[config.mk]
export PLATFORM = sky130hd
export DESIGN_NAME = alu_execute_stage
export DESIGN_NICKNAME = d
export VERILOG_FILES = /design/src/rtl/alu_pkg.sv /design/src/rtl/alu_core.sv /design/src/rtl/alu_execute_stage.sv
export SDC_FILE = /design/constraint.sdc
export NUM_CORES = 1
export LEC_CHECK = 0
export ABC_AREA = 1
export BUFFER_PORTS_ARGS = -buffer_cell sky130_fd_sc_hd__clkbuf_2
export CAP_MARGIN = 20
export CORE_MARGIN = 3
export CORE_UTILIZATION = 55
export CTS_CLUSTER_DIAMETER = 40
export DETAILED_ROUTE_END_ITERATION = 12
export HOLD_SLACK_MARGIN = 0.08
export PLACE_DENSITY = 0.88
export RECOVER_POWER = 25
export SYNTH_ARGS = -nofsm -noshare
export SYNTH_HDL_FRONTEND = slang
export SYNTH_SLANG_ARGS = --single-unit
[constraint.sdc]
create_clock -name clk -period 3.1 [get_ports clk]
set_input_delay 0.155 -clock clk [delete_from_list [all_inputs] [get_ports clk]]
set_output_delay 0.155 -clock clk [all_outputs]
set_load 0.03 [all_outputs]
[src/rtl/alu_pkg.sv]
// Shared types for the ALU decoder and execute stage: op codes, default widths, stage FSM states.
package alu_pkg;

  localparam int XLEN_DEF    = 32;
  localparam int SHAMT_W_DEF = 5;

  typedef enum logic [2:0] {
    ALU_ADD = 3'b000,
    ALU_SUB = 3'b001,
    ALU_AND = 3'b010,
    ALU_OR  = 3'b011,
    ALU_XOR = 3'b100,
    ALU_SLT = 3'b101,
    ALU_SLL = 3'b110,
    ALU_SRL = 3'b111
  } alu_op_e;

  typedef enum logic [1:0] {
    ST_IDLE  = 2'd0,
    ST_SHIFT = 2'd1,
    ST_DONE  = 2'd2
  } state_e;

  function automatic logic is_shift(alu_op_e op);
    return (op == ALU_SLL) || (op == ALU_SRL);
  endfunction

endpackage

[src/rtl/alu_core.sv]
// Combinational single-cycle ALU. With ALU_FAST_SHIFT_EN it also barrel-shifts;
// otherwise shift ops pass operand A through and the stage shifts iteratively.
module alu_core
  import alu_pkg::*;
#(
  parameter int XLEN = XLEN_DEF
) (
  input  alu_op_e          op,
  input  logic [XLEN-1:0]  a,
  input  logic [XLEN-1:0]  b,
  output logic [XLEN-1:0]  y
);

`ifdef ALU_FAST_SHIFT_EN
  localparam int SHW = $clog2(XLEN);
`endif

  always_comb begin
    y = '0;
    case (op)
      ALU_ADD: y = a + b;
      ALU_SUB: y = a - b;
      ALU_AND: y = a & b;
      ALU_OR:  y = a | b;
      ALU_XOR: y = a ^ b;
      ALU_SLT: y = {{(XLEN-1){1'b0}}, ($signed(a) < $signed(b))};
`ifdef ALU_FAST_SHIFT_EN
      ALU_SLL: y = a << b[SHW-1:0];
      ALU_SRL: y = a >> b[SHW-1:0];
`else
      // a zero shift amount completes here with the operand unchanged
      ALU_SLL, ALU_SRL: y = a;
`endif
      default: y = '0;
    endcase
  end

endmodule

[src/rtl/alu_execute_stage.sv]
// ALU execute stage: valid/ready wrapper around alu_core with an iterative shifter.
// Define ALU_FAST_SHIFT_EN to make shifts single-cycle (SHIFT state then unreachable).
//
// state    | meaning
// ---------+-------------------------------------------------------------
// ST_IDLE  | no op held; ready to accept
// ST_SHIFT | shifting acc one bit per cycle, cnt counts down to 1
// ST_DONE  | result valid and held until out_ready; may accept next op
module alu_execute_stage
  import alu_pkg::*;
#(
  parameter int XLEN    = XLEN_DEF,
  parameter int SHAMT_W = SHAMT_W_DEF
) (
  input  logic               clk,
  input  logic               rst,
  input  logic               flush,
  input  logic               in_valid,
  output logic               in_ready,
  input  logic [2:0]         alu_control,
  input  logic [XLEN-1:0]    src_a,
  input  logic [XLEN-1:0]    src_b,
  input  logic [4:0]         rd_in,
  input  logic               reg_write_in,
  output logic               out_valid,
  input  logic               out_ready,
  output logic [XLEN-1:0]    result,
  output logic               zero,
  output logic [4:0]         rd_out,
  output logic               reg_write_out
);

  state_e              state_q, state_d;
  logic [XLEN-1:0]     acc_q, acc_d;
  logic [SHAMT_W-1:0]  cnt_q, cnt_d;
  logic                shl_q, shl_d;
  logic                zero_q, zero_d;
  logic [4:0]          rd_q, rd_d;
  logic                rw_q, rw_d;

  alu_op_e             op_in;
  logic [SHAMT_W-1:0]  shamt;
  logic [XLEN-1:0]     core_y;
  logic                accept;

  assign op_in    = alu_op_e'(alu_control);
  assign shamt    = src_b[SHAMT_W-1:0];
  assign in_ready = (state_q == ST_IDLE) || ((state_q == ST_DONE) && out_ready);
  assign accept   = in_valid && in_ready && !flush;

  alu_core #(.XLEN(XLEN)) u_core (
    .op (op_in),
    .a  (src_a),
    .b  (src_b),
    .y  (core_y)
  );

  always_comb begin
    state_d = state_q;
    acc_d   = acc_q;
    cnt_d   = cnt_q;
    shl_d   = shl_q;
    rd_d    = rd_q;
    rw_d    = rw_q;
    if (flush) begin
      state_d = ST_IDLE;
    end else begin
      case (state_q)
        ST_SHIFT: begin
          acc_d = shl_q ? (acc_q << 1) : (acc_q >> 1);
          cnt_d = cnt_q - SHAMT_W'(1);
          if (cnt_q == SHAMT_W'(1)) state_d = ST_DONE;
        end
        ST_IDLE, ST_DONE: begin
          if (accept) begin
            rd_d  = rd_in;
            rw_d  = reg_write_in;
            cnt_d = shamt;
            shl_d = (op_in == ALU_SLL);
`ifdef ALU_FAST_SHIFT_EN
            acc_d   = core_y;
            state_d = ST_DONE;
`else
            if (is_shift(op_in) && (shamt != '0)) begin
              acc_d   = src_a;
              state_d = ST_SHIFT;
            end else begin
              acc_d   = core_y;
              state_d = ST_DONE;
            end
`endif
          end else if (state_q == ST_DONE && out_ready) begin
            state_d = ST_IDLE;
          end
        end
        default: state_d = ST_IDLE;
      endcase
    end
    zero_d = (acc_d == '0);
  end

  always_ff @(posedge clk) begin
    if (rst) begin
      state_q <= ST_IDLE;
      acc_q   <= '0;
      cnt_q   <= '0;
      shl_q   <= 1'b0;
      zero_q  <= 1'b1;
      rd_q    <= '0;
      rw_q    <= 1'b0;
    end else begin
      state_q <= state_d;
      acc_q   <= acc_d;
      cnt_q   <= cnt_d;
      shl_q   <= shl_d;
      zero_q  <= zero_d;
      rd_q    <= rd_d;
      rw_q    <= rw_d;
    end
  end

  assign out_valid     = (state_q == ST_DONE);
  assign result        = acc_q;
  assign zero          = zero_q;
  assign rd_out        = rd_q;
  assign reg_write_out = rw_q;

endmodule

## Word-level counts from Yosys, hierarchy flattened

Index checks and enable logic that the tools add are counted.

- Logic and storage cells: 59
- Bits of input ports: 78
- Register bits: 47
- Output and inout bits: 41

- Mux-type cells: 13
- Equal/unequal tests: 13
- Reduce and logical (&&, ||, !) cells: 18
- Bitwise operators: 4
- Add/sub/neg operators: 3
- Order comparisons: 1

Operator list:

| kind | count |
|---|---|
| 32-bit case mux with 7 select lines | 1 |
| 32-bit two-way mux | 4 |
| 32-bit case mux with 2 select lines | 1 |
| 32-bit adder | 1 |
| 32-bit bitwise AND | 1 |
| 32-bit zero test | 1 |
| 32-bit < comparator | 1 |
| 32-bit OR | 1 |
| 32-bit subtractor | 1 |
| 32-bit bitwise XOR | 1 |
| 3-bit == test (second input constant) | 4 |
| 5-bit case mux with 2 select lines | 1 |
| 2-bit two-way mux | 4 |
| 3-bit by 2-bit == test with 1-bit output (second input constant) | 2 |
| 3-bit AND reduction | 2 |
| 2-bit OR reduction | 3 |
| 5-bit by 1-bit == test with 1-bit output (second input constant) | 1 |
| 5-bit two-way mux | 1 |
| 5-bit nonzero test | 1 |
| 5-bit by 1-bit subtractor with 5-bit output (second input constant) | 1 |
| 1-bit logical AND | 4 |
| 2-bit inequality test (second input constant) | 2 |
| 2-bit case mux with 2 select lines | 1 |
| 3-bit by 1-bit == test with 1-bit output (second input constant) | 1 |
| other kinds (10) | 11 |

## Longest topological paths before layout

Gate-level depths: netlist of run 1.

- Word-level depth: 9
- Gate-level depth with buffers: 26
- Gate-level depth less buffers: 26

## Modules after synthesis

A second synthesis of run 1 with hierarchy kept.

- Cell total of the unflattened synthesis: 1662
- Area, all modules: 9220.1 sq um

Modules (own cells, without submodules):

| module | cells each | sequential area each (sq um) | area each (sq um) | instances |
|---|---|---|---|---|
| alu_core | 1168 | 0.0 | 6180.9 | 1 |
| alu_execute_stage | 494 | 940.9 | 3039.2 | 1 |

## Least setup slack after synthesis of run 1

Ideal clock, no wire load.

- Path type: input to register
- From: input src_a[0]
- To: register zero_q, in the netlist zero
- Required time: 3.041 ns
- Library setup time: 0.059 ns
- Stages on the path: 21
- Arrival: 2.295 ns
- Slack: 0.746 ns
- Path buffers: 0
- Cells stage by stage: ha_1 fa_1 nand2_1 nand3_1 and2_2 a21o_1 nand2_1 nand2_2 nand2_1 nand2_1 nand2_1 nand3_1 nand2_1 nand2_1 a21oi_1 nand3_1 nor2_1 nand2_1 nor2_1 nand2_1 nand2_1

- Word-level cells in the longest chain between the ends: 7
- Elaborated cells on any way between the ends: 12
- Those cells by class: 2 x add/sub; 1 x order compare; 5 x mux; 3 x bitwise; 1 x reduce/logical

Ends and longest elaborated chain:

| item | RTL line | RTL |
|---|---|---|
| start, declared | alu_execute_stage.sv:21 | `input logic [XLEN-1:0] src_a,` |
| 32-bit subtractor, or another cell as far along | alu_core.sv:22 | `ALU_SUB: y = a - b;` |
| 32-bit case mux with 7 select lines | alu_core.sv:20 | `case (op)` |
| 32-bit two-way mux * | alu_execute_stage.sv:84 | `if (is_shift(op_in) && (shamt != '0)) begin` |
| 32-bit two-way mux * | alu_execute_stage.sv:75 | `if (accept) begin` |
| 32-bit case mux with 2 select lines * | alu_execute_stage.sv:68 | `case (state_q)` |
| 32-bit two-way mux * | alu_execute_stage.sv:65 | `if (flush) begin` |
| 32-bit zero test * | alu_execute_stage.sv:99 | `zero_d = (acc_d == '0);` |
| end signal, assigned | alu_execute_stage.sv:116 | `zero_q <= zero_d;` |
| end, declared | alu_execute_stage.sv:37 | `logic zero_q, zero_d;` |

Every way passes the cells marked *; elsewhere a longest branch is shown, timed or not.
A chain may end at the register's enable or synchronous reset.

## Worst setup path in the final report of run 1

- From: input src_a[16]
- To: register zero_q, in the netlist zero

Same word-level chain as after synthesis.

==> flow_metrics.env, run 1 <==
export IMPL_status="completed"
export IMPL_post_dp_hpwl_um=30900
export IMPL_worst_endpoint_arrival_ns=3.11
export IMPL_worstMarginPinSlew_ns=0.893
export IMPL_path_cells="clkbuf_2 > inv_1 > ha_1 > nor2_1 > inv_1 > nor2_2 > nand2_1 > inv_1 > nand3_1 > nand3_1 > nand2_1 > nand3_1 > nand2_1 > nand2_1 > nand2_1 > nand2_1 > nand2_1 > a21oi_1 > nand2_1 > nor2_1 > nand2_1 > nor2_1 > nand2_1 > nand2_1"
export IMPL_worstSetupPathType="in -> reg"
export IMPL_initial_core_util_pct=57.3
export IMPL_netlist_area_um2=9300
export IMPL_grt_pass1_wl_um=57900
export IMPL_critPathLaunchType="primary input"
export IMPL_synthArstFlopShare_pct=0
export IMPL_cts_hold_buf=0
export IMPL_cts_sink_count=47
export IMPL_totalWireLength_um=38100
export IMPL_rows=46
export IMPL_crit_slowest_cell="ha_1"
export IMPL_cts_clk_slew_worst_paths_ns=0.07
export IMPL_final_hold_violation_count=0
export IMPL_crit_required_ns=3.33
export IMPL_synthTopCellsByCount="nand2_1 (469), inv_1 (266), nor2_1 (197), a21oi_1 (141), o21ai_0 (135)"
export IMPL_synth_edff_count=0
export IMPL_route_detailed_drc=0
export IMPL_hold_path_class="in -> reg"
export IMPL_grt_use_total_pct=39.7
export IMPL_crit_fanout=5
export IMPL_n_antenna_cell=0
export IMPL_p_leak_nw=5.60
export IMPL_grt_max_degree=53
export IMPL_synth_flop_cell="dfxtp_1"
export IMPL_cts_setup_buffers=0
export IMPL_coreArea_um2=16200
export IMPL_ant_nets=0
export IMPL_rsz0062_at_grt="no"
export IMPL_period_minus_slack_ns=2.88
export IMPL_viasPerCell=5.91
export IMPL_end_kind="flip-flop"
export IMPL_yosys_warnings=0
export IMPL_cpPeakStageDelay_ns=0.36
export IMPL_yosysUniqueCellTypes=48
export IMPL_grt_antenna_before_repair=0
export IMPL_root_buffer="clkbuf_16"
export IMPL_period_share_pct=92.9
export IMPL_first_iter_violations=1231
export IMPL_vias=12200
export IMPL_syn_to_final_growth_pct=12.3
export IMPL_power_density_nw_per_um2=292
export IMPL_yosysSeqAreaShare_pct=10.1
export IMPL_gp_congestion=1.08
export IMPL_ios=119
export IMPL_max_freq_ghz=0.347
export IMPL_final_setup_worst_slack_ns=0.219
export IMPL_drt_pre_antenna_iters=6
export IMPL_clockBufferDepth=2
export IMPL_synthMostInstantiatedCell="nand2_1"
export IMPL_cts_tree="built"
export IMPL_grt_ovfl_total=0
export IMPL_final_cell_count_no_fill=2057
export IMPL_synth_cells=1723
export IMPL_layout_drive_gt1_share_pct=10.6
export IMPL_drv_slew=0
export IMPL_syn_avg_cell_area_um2=5.40
export IMPL_syn_nets=1901
export IMPL_maxSlewHeadroom_pct=40.5
export IMPL_ys_ff_latch=47
export IMPL_htree_levels=2
export IMPL_grt_pass1_vias=10900
export IMPL_yosys_area_top_type="nand2_1"
export IMPL_die_x_um=136
export IMPL_dp_slack_ns=-0.0181
export IMPL_r2r_slack_ns=0.29
export IMPL_synth_top_cell_area_share_pct=18.9
export IMPL_synth_area_leaders="nand2_1 (19%), ha_1 (13%), inv_1 (11%)"
export IMPL_power_total_w=0.00305
export IMPL_die_area_um2=18500
export IMPL_dp_cells=2049
export IMPL_numCtsBuffers=5
export IMPL_die_h_um=136
export IMPL_path_delay_family="simple AND/OR/NAND/NOR gates"
export IMPL_peakVddDrop_mv=0.267
export IMPL_finalNetCount=2018
export IMPL_drv_cap=0
export IMPL_path_common_cell="nand2_1"
export IMPL_fin_skew_ns=0.0102
export IMPL_crit_buf_inv=4
export IMPL_clk_latency_ns=0.30
export IMPL_io_buffer_count=118
export IMPL_setup_viol=0
export IMPL_avgRoutedWirePerCell_um=18.5
==> through the flow <==
| step | TNS [ns] | utilization (%) | hold slack (ns) | instance area (um^2) |
|---|---|---|---|---|
| 4_1_cts | 0 | 64.5 | 0.110 | 10500 |
| 3_3_place_gp | -0.0600 | 63.4 | 0.408 | 10300 |
| 6_report | 0 | 64.3 | 0.108 | 10400 |
| 3_5_place_dp | -0.0181 | 63.4 | 0.414 | 10300 |
| 5_1_grt | 0 | 64.3 | 0.144 | 10400 |
| 2_1_floorplan | 0 | - | 0.233 | 9300 |
==> worst reg2reg max path: stages, from the launching register on <==
cell     delay [ns]
dfxtp_1        0.35
inv_1          0.11
o21ai_0        0.08
inv_1          0.08
nand3_2        0.21
inv_1          0.44
nand2_1        0.34
o21ai_0        0.25
inv_1          0.06
nand2_1        0.06
nand2_1        0.06
a21oi_2        0.13
nand2_1        0.09
nor2_1         0.11
nand2_1        0.06
nor2_1         0.17
nand2_1        0.08
nand2_1        0.06
==> timing repair <==
item                                    4_1_cts  5_1_grt
endpoints found under the setup margin        0        1
resized for setup                             0        2
endpoints found under the hold margin         0        0
==> sequential cells by signal, indices dropped and copies added (netlist names) <==
| register | count |
|---|---|
| result | 32 |
| cnt_q | 5 |
| rd_out | 5 |
| state_q | 2 |
| reg_write_out | 1 |
| shl_q | 1 |
| zero | 1 |
==> worst paths after layout <==
check / from / end / cells past startpoint
worst min register to register: rd_out[2] / rd_out[2] / 2
worst min-delay path: rd_in[3] / rd_out[3] / 3
worst max-delay path: src_a[16] / zero / 24
worst max register to register: state_q[1] / zero / 17
==> cell families (layout without fill, tap and decap cells) <==
family | count (synthesis) | count (layout) | synth area share, %
xor gates and xnor gates | 9 | 9 | 0.848
adders and majority gates | 100 | 100 | 13.6
DFF | 47 | 47 | 10.1
buffers and inverters | 339 | 457 | 14.3
and+or+nand+nor | 849 | 849 | 38.0
AOI/OAI and AO/OA | 379 | 379 | 23.1
==> area by class of cell <==
| type | instances | area (um^2) |
|---|---|---|
| Sequential cell | 47 | 941 |
| Clock inverter | 3 | 46.3 |
| Timing Repair Buffer | 169 | 971 |
| Multi-Input combinational cell | 1337 | 7040 |
| Tap cell | 216 | 270 |
| Fill cell | 1661 | 5790 |
| Clock buffer | 5 | 125 |
| Inverter | 280 | 1050 |
==> routing by layer <==
metal,routed length (um),vias up,track usage [%]
met5,0,-,0
met4,2160,0,17.9
met3,4060,140,7.51
met2,16800,784,64.6
met1,15100,5407,50.7
li1,-,5823,-
==> cell usage in the layout (no fill, tap or decap), drive strengths merged <==
| cell | Yosys | routed |
|---|---|---|
| o2111ai | 4 | 4 |
| a21o | 3 | 3 |
| inv | 276 | 277 |
| and3 | 3 | 3 |
| nor3b | 1 | 1 |
| clkinv | 4 | 4 |
| o21a | 3 | 3 |
| a21boi | 1 | 1 |
| a2111oi | 1 | 1 |
| nand2 | 475 | 475 |
| fa | 2 | 2 |
| nor3 | 16 | 16 |
| xnor2 | 3 | 3 |
| a31oi | 4 | 4 |
| o221ai | 20 | 20 |
| o21bai | 8 | 8 |
| and2 | 6 | 6 |
| clkbuf | 24 | 123 |
| nand3b | 2 | 2 |
| or2 | 1 | 1 |
| dfxtp | 47 | 47 |
| a211oi | 18 | 18 |
| o211ai | 2 | 2 |
| o22ai | 23 | 23 |
| o21ai | 141 | 141 |
| ha | 98 | 98 |
| a21oi | 147 | 147 |
| clkinvlp | 0 | 1 |
| a22oi | 3 | 3 |
| nor4 | 2 | 2 |
| xor2 | 6 | 6 |
| bufinv | 0 | 1 |
| a221oi | 1 | 1 |
| nor2 | 202 | 202 |
| buf | 35 | 51 |
| nand4 | 24 | 24 |
| nand3 | 117 | 117 |
==> where the power goes <==
group | internal (W) | total [W] | switching [W]
registers | 0.000643 | 0.000681 | 0.0000372
clock network | 0.000384 | 0.000649 | 0.000265
logic | 0.000535 | 0.00172 | 0.00118
Power figures use the tool's default switching activity.
==> run 2: changes to the inputs <==
==> constraint.sdc (replaced) <==
create_clock -name clk -period 3.63 [get_ports clk]
set_input_delay 0.1815 -clock clk [delete_from_list [all_inputs] [get_ports clk]]
set_output_delay 0.1815 -clock clk [all_outputs]
set_load 0.01 [all_outputs]
==> flow_metrics.env, run 2 (synthesized netlist as in run 1, its figures left out) <==
export IMPL_power_total_w=0.00249
export IMPL_numCtsBuffers=5
export IMPL_first_iter_violations=1796
export IMPL_crit_fanout=7
export IMPL_cts_hold_buf=0
export IMPL_drt_pre_antenna_iters=12
export IMPL_crit_required_ns=3.86
export IMPL_worstSetupPathType="in -> reg"
export IMPL_grt_pass1_vias=10800
export IMPL_grt_use_total_pct=37.2
export IMPL_cts_setup_buffers=0
export IMPL_syn_to_final_growth_pct=9.71
export IMPL_initial_core_util_pct=57.3
export IMPL_final_cell_mix="nand2_1 (469), inv_1 (266), nor2_1 (197), a21oi_1 (141), o21ai_0 (135)"
export IMPL_ios=119
export IMPL_io_buffer_count=118
export IMPL_maxSlewHeadroom_pct=40.8
export IMPL_clockBufferDepth=2
export IMPL_critPathLaunchType="primary input"
export IMPL_crit_slowest_cell="nor3_1"
export IMPL_max_freq_ghz=0.340
export IMPL_post_dp_hpwl_um=28400
export IMPL_clkPwrFrac_pct=22.1
export IMPL_swShare_pct=47.6
export IMPL_hold_path_class="in -> reg"
export IMPL_drv_slew=0
export IMPL_worst_endpoint_arrival_ns=3.17
export IMPL_path_cells="clkbuf_2 > inv_1 > ha_1 > nor2_1 > nand2_1 > nor3_1 > nand2_1 > nand3_1 > nand2_1 > nand3_1 > nand2_1 > nand3_1 > nand2_1 > nand2_1 > nand2_1 > nand2_1 > nand2_1 > nand2_1 > nand3_1 > nor2_1 > nand2_1 > nor2_1 > nand2_1 > nand2_1"
export IMPL_final_cell_count_no_fill=2028
export IMPL_power_density_nw_per_um2=244
export IMPL_grt_ovfl_total=0
export IMPL_layout_drive_gt1_share_pct=9.11
export IMPL_n_antenna_cell=0
export IMPL_final_hold_violation_count=0
export IMPL_route_detailed_drc=0
export IMPL_vias=12100
export IMPL_totalWireLength_um=35400
export IMPL_fin_area_um2=10200
export IMPL_die_h_um=136
export IMPL_dp_cells=2020
export IMPL_grt_antenna_before_repair=1
export IMPL_comb_power_share_pct=54.6
export IMPL_die_area_um2=18500
export IMPL_path_common_cell="nand2_1"
export IMPL_avgRoutedWirePerCell_um=17.4
export IMPL_p_switching_w=0.00118
export IMPL_ctsResizeCount=0
export IMPL_seqPwrFrac_pct=23.3
export IMPL_ant_nets=0
export IMPL_gp_congestion=1.06
export IMPL_viasPerCell=5.94
export IMPL_peakVddDrop_mv=0.227
export IMPL_coreArea_um2=16200
export IMPL_cts_tree="built"
export IMPL_clk_latency_ns=0.30
export IMPL_cpPeakStageDelay_ns=0.43
export IMPL_period_minus_slack_ns=2.94
export IMPL_setup_tns_final_ns=0
export IMPL_final_common_cell="nand2_1"
export IMPL_drv_cap=0
export IMPL_met3_length_um=3880
export IMPL_cts_clk_slew_worst_paths_ns=0.07
export IMPL_worstMarginPinSlew_ns=0.885
export IMPL_root_buffer="clkbuf_16"
export IMPL_placed_area_um2=10100
export IMPL_rsz0062_at_grt="no"
export IMPL_status="completed"
export IMPL_end_kind="flip-flop"
export IMPL_period_share_pct=80.9
export IMPL_wl_met2_um=15500
export IMPL_htree_levels=2
export IMPL_p_leak_nw=5.45
export IMPL_cts_sink_count=47
export IMPL_r2r_slack_ns=0.91
export IMPL_finalNetCount=1989
export IMPL_setup_viol=0
export IMPL_fin_skew_ns=0.00862
export IMPL_grt_pass1_wl_um=55300
export IMPL_largest_reg_flops=32
export IMPL_top_layer="met5"
export IMPL_wl_met1_um=13900
export IMPL_p_int_w=0.00130
export IMPL_rows=46
export IMPL_grt_max_degree=53
export IMPL_die_x_um=136
## run 2: changes by cell type in the layout (fill, tap and decap cells not counted)
| cell | before | now |
|---|---|---|
| a21oi_2 | 7 | 6 |
| nor3_2 | 4 | 3 |
| a21oi_1 | 140 | 141 |
| nor3_1 | 12 | 13 |
| buf_12 | 2 | 1 |
| buf_4 | 49 | 21 |
## run 2: cell type report
cell class                 count  area [um^2]
clock inverter                 3         46.3
sequential                    47          941
clock buffer                   5          125
fill                        1685         6030
multi-input combinational   1337         7030
timing repair buffer         140          741
tap                          216          270
inverter                     280         1050
## run 2: power by group through the flow
stage	Clock [W]	Sequential, W	Combinational (W)
3_5_place_dp	0	0.000591	0.00131
2_1_floorplan	0	0.000596	0.000895
5_1_grt	0.000573	0.000584	0.00150
3_3_place_gp	0	0.000590	0.00130
6_report	0.000549	0.000580	0.00136
4_1_cts	0.000546	0.000579	0.00132
## run 2: per-stage QoR
step,hold WS (ns),utilization (%),setup slack [ns]
final,0.135,62.9,0.693
after global routing,0.143,62.9,0.448
after CTS,0.137,63.0,0.834
after detailed placement,0.445,62.0,0.537
after global placement,0.432,62.0,0.590
after floorplan,0.260,-,1.25
## run 2: path summary, 6_finish.rpt
path | from | to | depth (start not counted)
setup / recovery | src_a[7] | zero | 24
hold / removal | reg_write_in | reg_write_out | 3
setup reg to reg | state_q[1] | zero | 17
hold reg to reg | rd_out[2] | rd_out[2] | 2
## run 2: worst max-delay path: cells and delay by family
kind                     cells  cell delay, ns
AND/OR/NAND/NOR             21            2.33
buffers and inverters        2            0.24
adder cells (fa/ha/maj)      1            0.42
## run 2: routing by layer
metal / vias to the layer above / GRT usage, %
li1: 5770 / -
met1: 5318 / 49.5
met2: 802 / 59.4
met3: 158 / 5.07
met4: 2 / 17.7
met5: - / 0
